--- src/rtl/dot_scan_controller.sv ---
// Read-side sequencer for the dot pattern store: walks a latched rectangular window,
// samples the store per dot and emits one drive pulse of programmable length per set dot.
module dot_scan_controller #(
   parameter int unsigned MEM_LENGTH         = 48,
   parameter int unsigned MEM_ADDRESS_LENGTH = 6,
   parameter int unsigned DWELL_WIDTH        = 16
) (
   input  logic                          clock,
   input  logic                          reset_n,
   input  logic                          start,
   input  logic                          stop,
   input  logic                          loop_enable,
   input  logic                          col_major_sel,
   input  logic [MEM_ADDRESS_LENGTH-1:0] last_row,
   input  logic [MEM_ADDRESS_LENGTH-1:0] last_col,
   input  logic [DWELL_WIDTH-1:0]        dwell_cycles,
   input  logic                          firing_bit,
   input  logic                          firing_data,
   output logic [MEM_ADDRESS_LENGTH-1:0] row_select,
   output logic [MEM_ADDRESS_LENGTH-1:0] col_select,
   output logic                          row_col_select,
   output logic                          drive_enable,
   output logic                          drive_data,
   output logic                          busy,
   output logic                          frame_done
);

   localparam int unsigned MAL = MEM_ADDRESS_LENGTH;
   localparam int unsigned DW  = DWELL_WIDTH;
   localparam logic [MAL-1:0] LP_MAX_IDX = MAL'(MEM_LENGTH - 1);

   typedef enum logic [1:0] {
      S_IDLE    = 2'd0,
      S_SETTLE  = 2'd1,
      S_FIRE    = 2'd2,
      S_ADVANCE = 2'd3
   } state_t;

   state_t         r_state,        w_state_nxt;
   logic [MAL-1:0] r_row,          w_row_nxt;
   logic [MAL-1:0] r_col,          w_col_nxt;
   logic [DW-1:0]  r_cnt,          w_cnt_nxt;
   logic [MAL-1:0] r_last_row,     w_last_row_nxt;
   logic [MAL-1:0] r_last_col,     w_last_col_nxt;
   logic [DW-1:0]  r_dwell,        w_dwell_nxt;
   logic           r_loop,         w_loop_nxt;
   logic           r_rcs,          w_rcs_nxt;
   logic           r_drive_data,   w_drive_data_nxt;
   logic           r_frame_done,   w_frame_done_nxt;
   logic           r_drive_enable;
   logic           r_busy;
   logic           w_last_dot;

   assign w_last_dot = (r_row == r_last_row) && (r_col == r_last_col);

   // Next-state, address walk and registered-output precomputation
   always_comb begin
      w_state_nxt      = r_state;
      w_row_nxt        = r_row;
      w_col_nxt        = r_col;
      w_cnt_nxt        = r_cnt;
      w_last_row_nxt   = r_last_row;
      w_last_col_nxt   = r_last_col;
      w_dwell_nxt      = r_dwell;
      w_loop_nxt       = r_loop;
      w_rcs_nxt        = r_rcs;
      w_drive_data_nxt = r_drive_data;
      w_frame_done_nxt = 1'b0;

      case (r_state)
         S_IDLE: begin
            if (start && !stop) begin
               w_last_row_nxt = (last_row > LP_MAX_IDX) ? LP_MAX_IDX : last_row;
               w_last_col_nxt = (last_col > LP_MAX_IDX) ? LP_MAX_IDX : last_col;
               w_dwell_nxt    = (dwell_cycles == '0) ? DW'(1) : dwell_cycles;
               w_loop_nxt     = loop_enable;
               w_rcs_nxt      = col_major_sel;
               w_row_nxt      = '0;
               w_col_nxt      = '0;
               w_state_nxt    = S_SETTLE;
            end
         end
         S_SETTLE: begin
            if (firing_bit) begin
               w_state_nxt      = S_FIRE;
               w_cnt_nxt        = r_dwell;
               w_drive_data_nxt = firing_data;
            end else begin
               w_state_nxt      = S_ADVANCE;
               w_frame_done_nxt = w_last_dot;
            end
         end
         S_FIRE: begin
            if (r_cnt == DW'(1)) begin
               w_state_nxt      = S_ADVANCE;
               w_frame_done_nxt = w_last_dot;
            end else begin
               w_cnt_nxt = r_cnt - DW'(1);
            end
         end
         S_ADVANCE: begin
            if (w_last_dot) begin
               w_row_nxt   = '0;
               w_col_nxt   = '0;
               w_state_nxt = r_loop ? S_SETTLE : S_IDLE;
            end else begin
               if (r_col == r_last_col) begin
                  w_col_nxt = '0;
                  w_row_nxt = r_row + MAL'(1);
               end else begin
                  w_col_nxt = r_col + MAL'(1);
               end
               w_state_nxt = S_SETTLE;
            end
         end
         default: w_state_nxt = S_IDLE;
      endcase

      // Abort wins over everything, including the pulse of a final dot
      if ((r_state != S_IDLE) && stop) begin
         w_state_nxt      = S_IDLE;
         w_row_nxt        = '0;
         w_col_nxt        = '0;
         w_frame_done_nxt = 1'b0;
      end

      if (w_state_nxt != S_FIRE) begin
         w_drive_data_nxt = 1'b0;
      end
   end

   always_ff @(posedge clock or negedge reset_n) begin
      if (!reset_n) begin
         r_state        <= S_IDLE;
         r_row          <= '0;
         r_col          <= '0;
         r_cnt          <= '0;
         r_last_row     <= '0;
         r_last_col     <= '0;
         r_dwell        <= '0;
         r_loop         <= 1'b0;
         r_rcs          <= 1'b0;
         r_drive_data   <= 1'b0;
         r_frame_done   <= 1'b0;
         r_drive_enable <= 1'b0;
         r_busy         <= 1'b0;
      end else begin
         r_state        <= w_state_nxt;
         r_row          <= w_row_nxt;
         r_col          <= w_col_nxt;
         r_cnt          <= w_cnt_nxt;
         r_last_row     <= w_last_row_nxt;
         r_last_col     <= w_last_col_nxt;
         r_dwell        <= w_dwell_nxt;
         r_loop         <= w_loop_nxt;
         r_rcs          <= w_rcs_nxt;
         r_drive_data   <= w_drive_data_nxt;
         r_frame_done   <= w_frame_done_nxt;
         r_drive_enable <= (w_state_nxt == S_FIRE);
         r_busy         <= (w_state_nxt != S_IDLE);
      end
   end

   assign row_select     = r_row;
   assign col_select     = r_col;
   assign row_col_select = r_rcs;
   assign drive_enable   = r_drive_enable;
   assign drive_data     = r_drive_data;
   assign busy           = r_busy;
   assign frame_done     = r_frame_done;

endmodule

--- config.mk ---
export PLATFORM = sky130hd
export DESIGN_NAME = dot_scan_controller
export DESIGN_NICKNAME = d
export VERILOG_FILES = /design/src/rtl/dot_scan_controller.sv
export SDC_FILE = /design/constraint.sdc
export NUM_CORES = 1
export LEC_CHECK = 0
export CAP_MARGIN = 40
export CELL_PAD_IN_SITES_DETAIL_PLACEMENT = 1
export CELL_PAD_IN_SITES_GLOBAL_PLACEMENT = 1
export CORE_AREA = 3 3 102 104
export CTS_CLUSTER_SIZE = 25
export DETAILED_ROUTE_END_ITERATION = 16
export DIE_AREA = 0 0 105 107
export HOLD_SLACK_MARGIN = 0.1
export PLACE_DENSITY = 0.65
export SKIP_CTS_REPAIR_TIMING = 1
export SLEW_MARGIN = 20
export SYNTH_ARGS = -nofsm -noshare
export SYNTH_HDL_FRONTEND = slang
export SYNTH_SLANG_ARGS = --single-unit
--- constraint.sdc ---
create_clock -name clock -period 3.2 [get_ports clock]
set_input_delay 0.32 -clock clock [delete_from_list [all_inputs] [get_ports clock]]
set_output_delay 0.32 -clock clock [all_outputs]
set_load 0.02 [all_outputs]
==> impl_results.md, run 1 <==
- VDD IR max: 271.6 uV
- Mapped cell area: 3311 sq um
- Pwr/cell area: 855.8 nW/um^2
- EDFF count, synth: 0
- Vias: 2725
- N_diodes: 0
- Register area: 1602 sq um
- Vias per inst: 5.220
- Fmax achieved: 411.3 MHz
- Vias in the first global route: 2899
- GRT Total Usage: 16.29%
- Cell accounting for the most synthesized area: dfrtp_1
- Relative slew slack: 51.35%
- Synth top area cells: dfrtp_1 (48%), mux2_2 (6.5%), nand2_1 (4.3%), xor2_1 (3.7%), o21ai_0 (3.5%)
- Worst Hold Class: primary input to asynchronous set/reset pin
- Die span in x: 105 microns
- Cell row count: 36
- Final worst-path cycle share: 75.97%
- Drt pass-1 iters: 4
- Sum Neg Setup Slack: 0 ns
- Antenna viol nets, final: 0
- Post-DP HPWL: 6459 microns
- Sequential share of power: 40.1%
- RePlAce Congestion: 0.7966
- Combinational Power Share: 38.3%
- Setup violators final: 0
- Clk buf depth: 2
- Worst-Margin Slew: 0.7242 ns
- Fillers: 1112
- H-tree depth: 3
- CTS tree: built
- RSZ-0062 raised after global routing: false
- Die Ht: 107 microns
- Seq/Total Area, Yosys: 48.37%
- Initial Utilization: 34.35%
- Fin crit period: 2.431 ns
- Ys async rst share: 100.0%
- Final setup margin: 0.7689 ns
- RR Endpoint: r_cnt[4]
- Synth Flop Type: dfrtp_1
- Switching share of power: 37.97%
- Mapped Cells: 329
- CTS Buf Count: 9
- Reg2Reg Setup Slack: 0.77 ns
- Dpl ws: 0.7828 ns
- Yosys cell types: 50
- Clock sink count: 64
- Worst R2R Start: r_state[0]
- Worst Setup End Kind: flop
- Mean Syn Cell Area: 10.06 sq um
- Area Growth Syn to Fin: 26.68%
- Root buffer cell: clkbuf_8
- Yosys reg bits: 64
- Pwr Total: 3.589 mW
- DRT iter0 DRCs: 77
- Worst Setup Start Kind: flop
- Core ar.: 9639 sq um
- Die area: 11240 sq um
- Largest net degree at the start of global routing: 45
- Top-Level Pins: 53
- Final wirelength: 8670 microns
- Clock Latency Late Sink: 0.34 ns
- Crit path kind: flop to flop
- Outcome: complete, no violations
- WL/cell: 16.61 microns
- DRC viols: 0
- Critical path arrival: 2.64 ns
- Max-Cap Viols: 0
- Leak: 1.731 nW
- Clock slew at reported path FFs: 0.08 ns
- Worst path required time: 3.41 ns
- Max-slew violation count: 0
- Layout cell share with drive strength beyond 1: 11.57%
- First-pass GRT wire length: 14580 microns
- Synth top area share: 48.37%
- Switching Power: 1.363 mW
- Port buffer count: 52
- Clock network power share: 21.6%
- Mapped Nets: 373
- Critical path peak fanout: 19
- Multi-input gate area: 1614 sq um
- Worst r2r path cells: 7
- Final Hold Fails: 0
- Skew final: 0.01040 ns
- Grt total ovfl: 0
- Initial antenna violation count: 0
- NumNets Final: 429
- Cell-internal power: 2.226 mW
- YS warnings: 0
==> layout by cell type (no fill, tap or decap), types with 4 or more instances in the layout <==
cell type,instances
clkbuf_8,10
nand2_1,38
a2bb2oi_1,7
nor2_1,18
nand4_1,6
dfrtp_1,64
buf_4,4
mux2_2,19
and2_1,4
inv_1,9
ha_1,8
nor3_1,6
nand2b_1,7
nand3_1,5
o21a_1,4
clkdlybuf4s50_1,51
nor4_1,7
a21oi_1,21
xor2_1,14
o22ai_1,7
o21ai_0,23
==> state kept, by name (all words and copies together), names as in the netlist <==
| signal | count |
|---|---|
| busy | 1 |
| col_select | 6 |
| drive_data | 1 |
| drive_enable | 1 |
| frame_done | 1 |
| r_cnt | 16 |
| r_dwell | 16 |
| r_last_col | 6 |
| r_last_row | 6 |
| r_loop | 1 |
| r_state | 2 |
| row_col_select | 1 |
| row_select | 6 |
==> cell type report <==
cell class / count / area share, %
multi-input combinational: 243 / 38.48
sequential: 64 / 38.19
timing repair buffer: 57 / 13.25
tap: 133 / 3.968
clock buffer: 10 / 3.282
clock inverter: 5 / 1.939
inverter: 10 / 0.8950
==> power by group through the flow <==
stage	clock, mW	combinational (mW)	sequential [mW]
2_1_floorplan	0	0.997	1.40
5_1_grt	0.836	1.55	1.49
6_report	0.776	1.37	1.44
3_5_place_dp	0	1.38	1.46
3_3_place_gp	0	1.33	1.44
4_1_cts	0.798	1.40	1.44
==> through the flow <==
stage | cells | hold WS, ns | cell area [sq um] | util [%]
2_1_floorplan | 329 | 0.02441 | 3311 | -
3_3_place_gp | 506 | 0.3045 | 3965 | 41.13
3_5_place_dp | 506 | 0.3148 | 3965 | 41.13
4_1_cts | 521 | -0.06553 | 4184 | 43.41
5_1_grt | 522 | 0.5327 | 4194 | 43.51
6_report | 522 | 0.4968 | 4194 | 43.51
==> metal layers <==
| layer | vias up | GRT usage [%] | share of wire (%) |
|---|---|---|---|
| met2 | 44 | 28.32 | 52 |
| li1 | 1310 | - | - |
| met5 | - | 0 | 0 |
| met4 | 0 | 7.216 | 2.6 |
| met1 | 1355 | 20.02 | 43 |
| met3 | 16 | 2.468 | 2.6 |
==> worst max-delay path: stages, from the launching register on <==
cell and delay (ns):
dfrtp_1 0.43, inv_1 0.10, ha_1 0.22, clkinv_1 0.27, o21ai_0 0.29, and2_1 0.64
o21ai_0 0.19, o2bb2ai_1 0.16
==> logic make-up (layout without fill, tap and decap cells) <==
| group | after synthesis | count (layout) | synth area share (%) |
|---|---|---|---|
| fa+ha+maj | 8 | 8 | 3.024 |
| xor+xnor | 17 | 17 | 4.498 |
| compound gates | 84 | 84 | 15.91 |
| simple gates | 112 | 112 | 17.95 |
| flops | 64 | 64 | 48.38 |
| mux | 22 | 22 | 7.370 |
| buf+inv | 22 | 82 | 2.872 |
==> worst max path at each step <==
stage	startpoint	endpoint	slack, ns	depth (start not counted)
final	r_state[0]	r_cnt[4]	0.77	7
after global routing	r_state[0]	r_cnt[4]	0.48	7
after CTS	r_state[0]	r_cnt[4]	0.78	7
after detailed placement	r_state[0]	r_cnt[4]	0.78	7
after global placement	r_state[0]	r_cnt[4]	0.92	7
after floorplan	r_state[0]	r_cnt[15]	1.36	9
==> synth_stat cells, drive strengths merged, types with 5 or more instances <==
library cell / instances
inv: 9
a2bb2oi: 7
nor4: 8
a21oi: 21
mux2: 19
nand2b: 7
o21ai: 25
ha: 8
o22ai: 7
buf: 9
nand3: 5
nand4: 6
xor2: 14
dfrtp: 64
nand2: 38
nor3: 8
nor2: 18
Power figures use the tool's default switching activity.
==> inputs of run 2 (changes only) <==
--- a/config.mk
+++ b/config.mk
@@ -13,7 +13,7 @@
 export DETAILED_ROUTE_END_ITERATION = 16
 export DIE_AREA = 0 0 105 107
 export HOLD_SLACK_MARGIN = 0.1
-export PLACE_DENSITY = 0.65
+export PLACE_DENSITY = 0.67
 export SKIP_CTS_REPAIR_TIMING = 1
 export SLEW_MARGIN = 20
 export SYNTH_ARGS = -nofsm -noshare
==> constraint.sdc (replaced) <==
create_clock -name clock -period 2.09 [get_ports clock]
set_input_delay 0.209 -clock clock [delete_from_list [all_inputs] [get_ports clock]]
set_output_delay 0.209 -clock clock [all_outputs]
set_load 0.02 [all_outputs]
==> impl_results.md, run 2 (same netlist as run 1, synthesis figures left out) <==
- Outcome: complete, no violations
- Die span in x: 105 microns (unchanged)
- Worst Hold Class: primary input to asynchronous set/reset pin
- Clock sink count: 64 (unchanged)
- RePlAce Congestion: 0.7578 (-4.9%)
- N_diodes: 0 (unchanged)
- Initial antenna violation count: 0 (unchanged)
- Switching Power: 2.134 mW (+57%)
- Fmax achieved: 517.3 MHz (+26%)
- Vias in the first global route: 3037 (+4.8%)
- Antenna viol nets, final: 0 (unchanged)
- DRT iter0 DRCs: 97 (+26%)
- Util after Layout: 45.47% (+2.0 points)
- VDD IR max: 415.8 uV (+53%)
- Vias per inst: 5.106 (-2.2%)
- Initial Utilization: 34.35% (unchanged)
- Cell-internal power: 3.427 mW (+54%)
- Layout cell share with drive strength beyond 1: 17.59% (+6.0 points)
- Pwr/cell area: 1269 nW/um^2 (+48%)
- Clock network power share: 17.3% (-4.3 points)
- Relative slew slack: 59.23% (+7.9 points)
- Drt pass-1 iters: 4 (unchanged)
- Setup violators final: 0 (unchanged)
- Fillers: 1114 (+0.18%)
- Core ar.: 9639 sq um (unchanged)
- GRT Total Usage: 16.12% (-0.17 points)
- Port buffer count: 52 (unchanged)
- Most common cell after layout, fill and taps aside: dfrtp_1
- Clock Latency Late Sink: 0.34 ns (about the same)
- Vias: 2798 (+2.7%)
- RSZ-0062 raised after global routing: false
- Final Hold Fails: 0 (unchanged)
- Critical path arrival: 2.20 ns (-0.44 ns)
- Hold Slack: 0.4265 ns (-0.07028 ns)
- Worst Setup Start Kind: flop
- WL/cell: 16.01 microns (-3.6%)
- Skew final: 0.01107 ns (+0.0006703 ns)
- Critical path peak fanout: 4 (-15)
- Post-DP HPWL: 6670 microns (+3.3%)
- Commonest non-fill, non-tap cells in the layout: dfrtp_1 (64), clkdlybuf4s50_1 (51), nand2_1 (38)
- Switching share of power: 38.37% (+0.40 points)
- Sequential share of power: 39.1% (-1.0 points)
- Clk buf depth: 2 (unchanged)
- Grt total ovfl: 0 (unchanged)
- Top-Level Pins: 53 (unchanged)
- Worst-Margin Slew: 0.6115 ns (-0.1127 ns)
- Fin crit period: 1.933 ns (-0.4982 ns)
- Final worst-path cycle share: 92.49% (+17 points)
- Root buffer cell: clkbuf_8
- DRC viols: 0 (unchanged)
- Combinational Power Share: 43.5% (+5.2 points)
- Crit path kind: flop to flop
- Area Growth Syn to Fin: 32.39%
- Sum Neg Setup Slack: 0 ns (unchanged)
- Final wirelength: 8776 microns (+1.2%)
- Worst Setup End Kind: flop
- Largest regs: r_cnt: 16 flops, r_dwell: 16 flops
- Max-Cap Viols: 0 (unchanged)
- First-pass GRT wire length: 14560 microns (-0.14%)
- CTS tree: built
- H-tree depth: 3 (unchanged)
- Largest net degree at the start of global routing: 41 (-8.9%)
- Clock slew at reported path FFs: 0.07 ns (about the same)
- Max-slew violation count: 0 (unchanged)
- Leak: 1.850 nW (+6.9%)
- CTS Buf Count: 9 (unchanged)
- Worst path required time: 2.36 ns (-1.05 ns)
- Die Ht: 107 microns (unchanged)
- Cell row count: 36 (unchanged)
- NumNets Final: 455 (+6.1%)
- Die area: 11240 sq um (unchanged)
[run 2: power by group through the flow]
stage	Clock [mW]	Combinational, mW	Sequential (mW)
3_3_place_gp	0	2.31	2.19
4_1_cts	0.991	2.42	2.18
2_1_floorplan	0	1.53	2.14
5_1_grt	1.06	2.69	2.25
6_report	0.964	2.42	2.18
3_5_place_dp	0	2.40	2.21
[run 2: worst max-delay path, stage by stage, from the launching register on]
cell,delay (ns)
dfrtp_1,0.40
inv_1,0.12
ha_1,0.23
nor4b_2,0.26
nand2_1,0.17
or3_1,0.35
a21oi_1,0.16
a2bb2oi_1,0.16
[run 2: path summary, 6_finish.rpt]
path | from | end | slack, ns | cells past startpoint
min in group clock | last_col[2] | r_last_col[2] | 0.47 | 3
max in group asynchronous | reset_n | r_last_row[5] | 1.04 | 3
worst max-delay path | r_cnt[0] | r_cnt[14] | 0.16 | 7
worst min register to register | r_last_row[2] | r_last_row[2] | 0.50 | 2
worst min-delay path | reset_n | r_dwell[13] | 0.43 | 2
worst max register to register | r_cnt[0] | r_cnt[14] | 0.16 | 7
[run 2: final cells by class]
type | count | area (sq um) | area share (%)
clock inverter | 3 | 17.52 | 0.3997
inverter | 10 | 37.54 | 0.8564
timing repair buffer | 83 | 775.7 | 17.70
tap | 133 | 166.4 | 3.797
sequential | 64 | 1602 | 36.54
clock buffer | 12 | 155.1 | 3.540
multi-input combinational | 243 | 1629 | 37.17
[run 2: layer usage]
| layer | wire length (microns) | global-route usage [%] | share of wire [%] |
|---|---|---|---|
| met3 | 252 | 3.612 | 2.9 |
| met4 | 157 | 5.155 | 1.8 |
| met2 | 4579 | 29.01 | 52 |
| met5 | 0 | 0 | 0 |
| met1 | 3787 | 19.08 | 43 |
[run 2: metrics by stage]
stage                     total power [mW]  worst slack (ns)  instances  instance area (sq um)
after floorplan                      3.669            0.2507        329                   3311
after global placement               4.498            0.1070        530                   4170
after detailed placement             4.607           0.06917        530                   4170
after CTS                            5.591           0.07140        545                   4343
after global routing                 6.000           0.01038        548                   4383
final                                5.562            0.1570        548                   4383
